[config.mk]
export PLATFORM = sky130hd
export DESIGN_NAME = addsub_arbiter
export DESIGN_NICKNAME = d
export VERILOG_FILES = /design/src/rtl/addsub_arbiter.sv
export SDC_FILE = /design/constraint.sdc
export NUM_CORES = 1
export LEC_CHECK = 0
export CAP_MARGIN = 20
export CORE_MARGIN = 1.5
export CORE_UTILIZATION = 41
export CTS_CLUSTER_SIZE = 12
export DETAILED_ROUTE_END_ITERATION = 7
export GPL_TIMING_DRIVEN = 0
export PLACE_DENSITY = 0.67
export SETUP_SLACK_MARGIN = 0.15
export SYNTH_ARGS = -nofsm -noshare
export SYNTH_HDL_FRONTEND = slang
export SYNTH_SLANG_ARGS = --single-unit
[constraint.sdc]
create_clock -name clk -period 5.2 [get_ports clk]
set_input_delay 1.04 -clock clk [delete_from_list [all_inputs] [get_ports clk]]
set_output_delay 1.04 -clock clk [all_outputs]
set_load 0.005 [all_outputs]
[src/rtl/addsub_arbiter.sv]
`default_nettype none
// ============================================================================
// addsub_arbiter : round-robin share of one registered 8-bit add/sub datapath
// Revision       : 1.0
// ============================================================================

module addsub (
  input  logic       clk,
  input  logic [7:0] dataa,
  input  logic [7:0] datab,
  input  logic       add_sub,
  output logic [8:0] result
);
  always_ff @(posedge clk) begin
    if (add_sub) result <= {1'b0, dataa} + {1'b0, datab};
    else         result <= {1'b0, dataa} - {1'b0, datab};
  end
endmodule

module addsub_arbiter #(
  parameter int NUM_REQ = 4,
  parameter int ID_W    = 2
) (
  input  logic                 clk,
  input  logic                 rst,
  input  logic [NUM_REQ-1:0]   req_valid,
  output logic [NUM_REQ-1:0]   req_ready,
  input  logic [NUM_REQ*8-1:0] req_dataa,
  input  logic [NUM_REQ*8-1:0] req_datab,
  input  logic [NUM_REQ-1:0]   req_add_sub,
  output logic                 rsp_valid,
  input  logic                 rsp_ready,
  output logic [ID_W-1:0]      rsp_id,
  output logic [8:0]           rsp_result,
  output logic                 busy
);

  localparam logic [1:0] c_st_idle    = 2'd0;
  localparam logic [1:0] c_st_exec    = 2'd1;
  localparam logic [1:0] c_st_capture = 2'd2;
  localparam logic [1:0] c_st_resp    = 2'd3;

  logic [1:0]      r_state;
  logic [ID_W-1:0] r_rr_ptr;
  logic [7:0]      r_a;
  logic [7:0]      r_b;
  logic            r_op;
  logic [ID_W-1:0] r_id;
  logic            r_rsp_valid;
  logic [ID_W-1:0] r_rsp_id;
  logic [8:0]      r_rsp_result;

  logic            w_gnt_found;
  logic [ID_W-1:0] w_gnt_id;
  logic [ID_W-1:0] w_cand;
  logic            w_accept;
  logic [7:0]      w_a;
  logic [7:0]      w_b;
  logic            w_op;
  logic [8:0]      w_sum;

  // Search starts just after the last winner so every requester gets a turn.
  always_comb begin
    w_gnt_found = 1'b0;
    w_gnt_id    = '0;
    w_cand      = '0;
    for (int k = 1; k <= NUM_REQ; k++) begin
      w_cand = ID_W'((int'(r_rr_ptr) + k) % NUM_REQ);
      if (!w_gnt_found && req_valid[w_cand]) begin
        w_gnt_found = 1'b1;
        w_gnt_id    = w_cand;
      end
    end
  end

  always_comb begin
    w_a  = '0;
    w_b  = '0;
    w_op = 1'b0;
    for (int i = 0; i < NUM_REQ; i++) begin
      if (w_gnt_id == ID_W'(i)) begin
        w_a  = req_dataa[i*8 +: 8];
        w_b  = req_datab[i*8 +: 8];
        w_op = req_add_sub[i];
      end
    end
  end

  assign w_accept  = (r_state == c_st_idle) && w_gnt_found;
  assign req_ready = w_accept ? (NUM_REQ'(1) << w_gnt_id) : '0;

  addsub u_addsub (
    .clk     (clk),
    .dataa   (r_a),
    .datab   (r_b),
    .add_sub (r_op),
    .result  (w_sum)
  );

  always_ff @(posedge clk) begin
    if (rst) begin
      r_state      <= c_st_idle;
      r_rr_ptr     <= ID_W'(NUM_REQ - 1);
      r_a          <= '0;
      r_b          <= '0;
      r_op         <= 1'b0;
      r_id         <= '0;
      r_rsp_valid  <= 1'b0;
      r_rsp_id     <= '0;
      r_rsp_result <= '0;
    end else begin
      case (r_state)
        c_st_idle: begin
          if (w_accept) begin
            r_a      <= w_a;
            r_b      <= w_b;
            r_op     <= w_op;
            r_id     <= w_gnt_id;
            r_rr_ptr <= w_gnt_id;
            r_state  <= c_st_exec;
          end
        end
        c_st_exec: r_state <= c_st_capture;
        // Adder output register was loaded at the end of EXEC.
        c_st_capture: begin
          r_rsp_result <= w_sum;
          r_rsp_id     <= r_id;
          r_rsp_valid  <= 1'b1;
          r_state      <= c_st_resp;
        end
        c_st_resp: begin
          if (rsp_ready) begin
            r_rsp_valid <= 1'b0;
            r_state     <= c_st_idle;
          end
        end
        default: r_state <= c_st_idle;
      endcase
    end
  end

  assign rsp_valid  = r_rsp_valid;
  assign rsp_id     = r_rsp_id;
  assign rsp_result = r_rsp_result;
  assign busy       = (r_state != c_st_idle);

endmodule

`default_nettype wire

* Yosys cells after proc, flatten, opt, wreduce, memory -nomap -nowiden
Cells that the tools add are included.
Storage, ports and cells: flip-flop bits (word level) 44, input bits 75, output and inout bits 17, word-level logic and storage cells 78
Cells by class: $add $sub $neg 6, $lt $le $gt $ge 4, equality and inequality tests 8, shift-type cells 1, muxes and demuxes 35, reductions and logical operators 14
Operator list (number):
- $mux W8 | 8
- $mux W1 | 13
- $lt A2 B3 Y1 const B | 4
- $mux W2 | 6
- $add A8 B8 Y9 | 1
- $mux W9 | 1
- $sub A8 B8 Y9 | 1
- $bmux W1 S2 | 4
- $eq A2 B2 Y1 const B | 4
- $pmux W2 S4 | 1
- $reduce_and A2 Y1 | 3
- $add A2 B1 Y2 const B | 2
- $add A2 B2 Y2 const B | 2
- $eq A2 B1 Y1 const B | 2
- $logic_and A1 B1 Y1 | 4
- $logic_not A2 Y1 | 2
- $mux W4 | 1
- $ne A2 B2 Y1 const B | 2
- $reduce_bool A2 Y1 | 2
- $shl A1 B2 Y4 const A | 1
- $logic_not A1 Y1 | 3
- $pmux W1 S2 | 1

* Depth between registers and ports, before layout
word-level depth 18, mapped depth 11, mapped depth without buffers 11

* By module
From an unflattened synthesis, not the netlist that was laid out.
Unflattened totals: cells, all modules 304, area, all modules 2683.8 µm²
Modules (own cells, without submodules):
- addsub_arbiter | times used 1, cells each 225, area each 1976.9 µm², seq. area each 700.7 µm²
- addsub | times used 1, cells each 79, area each 706.9 µm², seq. area each 180.2 µm²

* Least setup slack after synthesis
No wires, ideal clock.
path kind input to output, from in req_valid[2], to out req_ready[0], data arrival time 2.093 ns, data required time 4.160 ns, path slack 2.067 ns, stages on the path 7, buffers on the path 3, cell sequence buf_2 -> nand2b_1 -> a21o_1 -> buf_2 -> buf_6 -> nand3_1 -> nor3_1
On the way: word-level cells in the longest chain between the ends 14, elaborated cells on any way between the ends 25, those cells by class shift: 1; mux: 17; reduce/logical: 7
RTL lines:
- start, declared | RTL line 26 | input logic [NUM_REQ-1:0] req_valid,
- $bmux W1 S2 | RTL line 69 | if (!w_gnt_found && req_valid[w_cand]) begin
- $mux W1 (not written as such) | RTL line 69
- $mux W1 | RTL line 69
- $logic_not A1 Y1 | RTL line 69
- $logic_and A1 B1 Y1 | RTL line 69
- $mux W1 | RTL line 69
- $logic_not A1 Y1 | RTL line 69
- $logic_and A1 B1 Y1 | RTL line 69
- $mux W1 | RTL line 69
- $logic_not A1 Y1 | RTL line 69
- $logic_and A1 B1 Y1 | RTL line 69
- $mux W2 or $mux W1 (tied branches) | RTL line 69
- $shl A1 B2 Y4 or $logic_and A1 B1 Y1 (tied branches) | RTL line 90, 89
- $mux W4 * | RTL line 90 | assign req_ready = w_accept ? (NUM_REQ'(1) << w_gnt_id) : '0;
- end, declared | RTL line 27 | output logic [NUM_REQ-1:0] req_ready,
Every way passes the cells marked *; elsewhere a longest branch is shown, timed or not. The select of a mux whose other input is x is not followed.

* Final worst setup path
from in req_valid[3], to out req_ready[3]
The elaborated chain is that of the path after synthesis.

==> impl_metrics.csv <==
group,metric,value,unit
clock_tree,path_clk_slew,0.07,ns
global_routing,grtUsageMet1,31.2,%
synth,yosysMostFrequentCell,"dfxtp_1",
floorplan,design.die.area,10700,sq um
finish,fin_nets,689,
routing,drt_iter0_markers,214,
global_routing,grt_pass1_wl,21200,microns
finish,drive_gt1_share,9.82,%
clock_tree,cts.sinks,44,
synth,synth_common_cells,"dfxtp_1, nor2_1, o21a_1",
synth,yosys.area.top_type,"dfxtp_1",
clock_tree,cts_max_path_buffers,2,
sta,tns,0,ns
worst_setup_path,rr_worst_depth,8,
worst_setup_path,cpPeakStageDelay,0.54,ns
worst_setup_path,cp.required,4.16,ns
routing,routed_wl,13000,microns
synth,synth_flop_cell,"dfxtp_1",
min_path,min_path_type,"register to register",
worst_setup_path,cp_top_family,"buffers and inverters",
synth,netlist_area,4150,sq um
worst_setup_path,rrSetupSlack,2.76,ns
clock_tree,post-cts-setup-buffer-count,0,
worst_setup_path,cp_max_fo,10,
synth,synth.avg_cell_area,8.24,sq um
global_routing,antenna_found_initial,0,
synth,synth_seq_area_share,21.2,%
place,place.gp.congestion,0.952,
worst_setup_path,r2r-end,"u_addsub.result[7]",
worst_setup_path,slowest_stage,"clkdlybuf4s50_1",
sta,postLayoutSetupSlackWorst,0.681,ns
worst_setup_path,path_cells,"clkdlybuf4s50_1 -> buf_4 -> buf_2 -> buf_4 -> o21ai_1 -> a21oi_1 -> nand2_1 -> nor2_1 -> clkdlybuf4s50_1",
synth,ys_warn_count,0,
routing,dr_total_vias,4446,
synth,synthTopCellsByArea,"dfxtp_1, nor4bb_1, a311oi_1",
floorplan,io_pins,92,
global_routing,use_met3,2.33,%
global_routing,grt_pass1_vias,4319,
worst_setup_path,path_class,"primary input to primary output",
place,portBuffers,89,
synth,synth_top_area_share,21.2,%
routing,drc,0,
sta,hold_violations,0,
sta,worst_slew_pin_slew,0.580,ns
global_routing,grt_max_degree,13,
global_routing,grt_use_total,24.0,%
floorplan,fp.dieH,104,microns
place,place_ws,0.728,ns
place,placed_cells,726,
floorplan,initial_core_util,42.3,%
finish,stdcell_count,734,
finish,num_antenna_cells,0,
finish,utilization,54.0,%
sta,fin_crit_sh,86.9,%
min_path,min_to,"r_id[1]",
routing,firstDrtPassIters,5,
global_routing,grt.busiest_layer,"met2",
sta,drv_slew,0,
job,cap_violations,0,
place,dpl.hpwl,10400,microns
synth,syn_nets,593,
worst_setup_path,rr_startpoint,"r_op",
finish,syn2layout_area_growth,27.6,%
sta,fmax,221,MHz
worst_setup_path,critPathArrivalTime,3.48,ns
clock_tree,cts_tree,"yes",
worst_setup_path,cp.depth,9,
outcome,status,"finished, final reports clean",
synth,synth_edf_count,0,
clock_tree,cts_hold_buf,0,
min_path,hold_depth,2,
sta,period_minus_slack,4.52,ns
worst_setup_path,start_kind,"primary input",
routing,wl_per_cell,17.7,microns
sta,setup-violations-final,0,
sta,fin_worst_skew,0.00743,ns
floorplan,core,9820,sq um
global_routing,overflow,0,
power_and_ir_drop,powerDensity,450,nW/um^2
sta,rsz0062_at_grt,"no",
clock_tree,numCtsBuffers,5,
synth,synth-seq-cells,44,
clock_tree,clockRootBuffer,"clkbuf_8",
synth,async_reset_ff_share,0,%
worst_setup_path,critPathBufInv,5,
floorplan,rows,36,
power_and_ir_drop,p_leak,0.00179,uW
synth,synthDistinctLibCells,46,
clock_tree,clk_latency,0.29,ns
worst_setup_path,end_kind,"primary output",
synth,syn_inst,504,
clock_tree,htreeDepth,2,
sta,slew-limit-headroom,61.3,%
power_and_ir_drop,finalPower,2380,uW
floorplan,die_x,104,microns
clock_tree,cts_resized,0,
power_and_ir_drop,ir_drop,210,uV
routing,vias_per_cell,6.06,
min_path,hold_start,"r_id[1]",
global_routing,grtUsageMet2,41.4,%
routing,antenna_left,0,
worst reg2reg max path, cell delays in order (launching register included):
cell and delay, ns:
dfxtp_1 0.32, clkbuf_1 0.33, mux2_2 0.41, ha_1 0.28, a21o_1 0.19, a211oi_1 0.22
nor2_1 0.09, o41ai_1 0.35, xnor2_1 0.17
per-stage QoR:
step | hold WS (ns) | area [sq um]
final | 0.466 | 5300
after global routing | 0.496 | 5300
after global placement | 0.444 | 5210
after CTS | 0.470 | 5300
after detailed placement | 0.457 | 5210
after floorplan | 0.436 | 4150
cell families after synthesis:
kind of cell	Yosys count	share of synthesized area (%)
mux	12	2.92
fa+ha+maj	14	4.40
compound gates	200	35.6
buf+inv	74	9.46
xor+xnor	13	2.74
flops	44	21.2
simple gates	147	23.7
metal layers:
| layer | vias up | part of all wire, % |
|---|---|---|
| met4 | 0 | 2.6 |
| met2 | 158 | 48 |
| met1 | 2101 | 44 |
| met5 | - | 0 |
| li1 | 2165 | - |
| met3 | 22 | 5.4 |
placed cells by master, fill, tap and decap left out, types with 6 or more instances in the layout:
cell type / count
a21oi_1: 26
a221oi_1: 17
a311oi_1: 34
a32oi_1: 17
buf_2: 30
buf_4: 9
clkbuf_1: 20
clkbuf_8: 6
clkdlybuf4s50_1: 89
dfxtp_1: 44
ha_1: 13
inv_1: 9
mux2i_1: 11
nand2_1: 19
nand2b_1: 6
nor2_1: 36
nor3b_1: 34
nor4bb_1: 34
o211ai_1: 34
o21a_1: 36
o21ai_1: 18
xnor2_1: 7
xor2_1: 6
layout make-up:
class                           instances  area [sq um]
Buffer                                 65           359
Clock buffer                            8          90.1
Tap cell                              133           166
Multi-Input combinational cell        386          2880
Inverter                                9          33.8
Fill cell                             983          4520
Sequential cell                        44           881
Timing Repair Buffer                   89           891
registers in the layout, indices dropped and copies added (netlist names):
name / count
rsp_result: 9
r_rr_ptr: 2
u_addsub.result: 9
r_a: 8
r_state: 2
rsp_valid: 1
r_b: 8
r_id: 2
rsp_id: 2
r_op: 1
power by group:
part           leakage, uW  internal (uW)  switching, uW
logic              0.00139            725            887
clock network    0.0000455            108            105
registers         0.000363            476           83.2
worst max-delay path by stage:
stage	endpoint	from
2_1_floorplan	req_ready[0]	req_valid[2]
3_3_place_gp	req_ready[3]	req_valid[3]
3_5_place_dp	req_ready[3]	req_valid[3]
4_1_cts	req_ready[3]	req_valid[3]
5_1_grt	req_ready[3]	req_valid[3]
6_report	req_ready[3]	req_valid[3]
No activity file was read; power rests on OpenSTA's default activity.
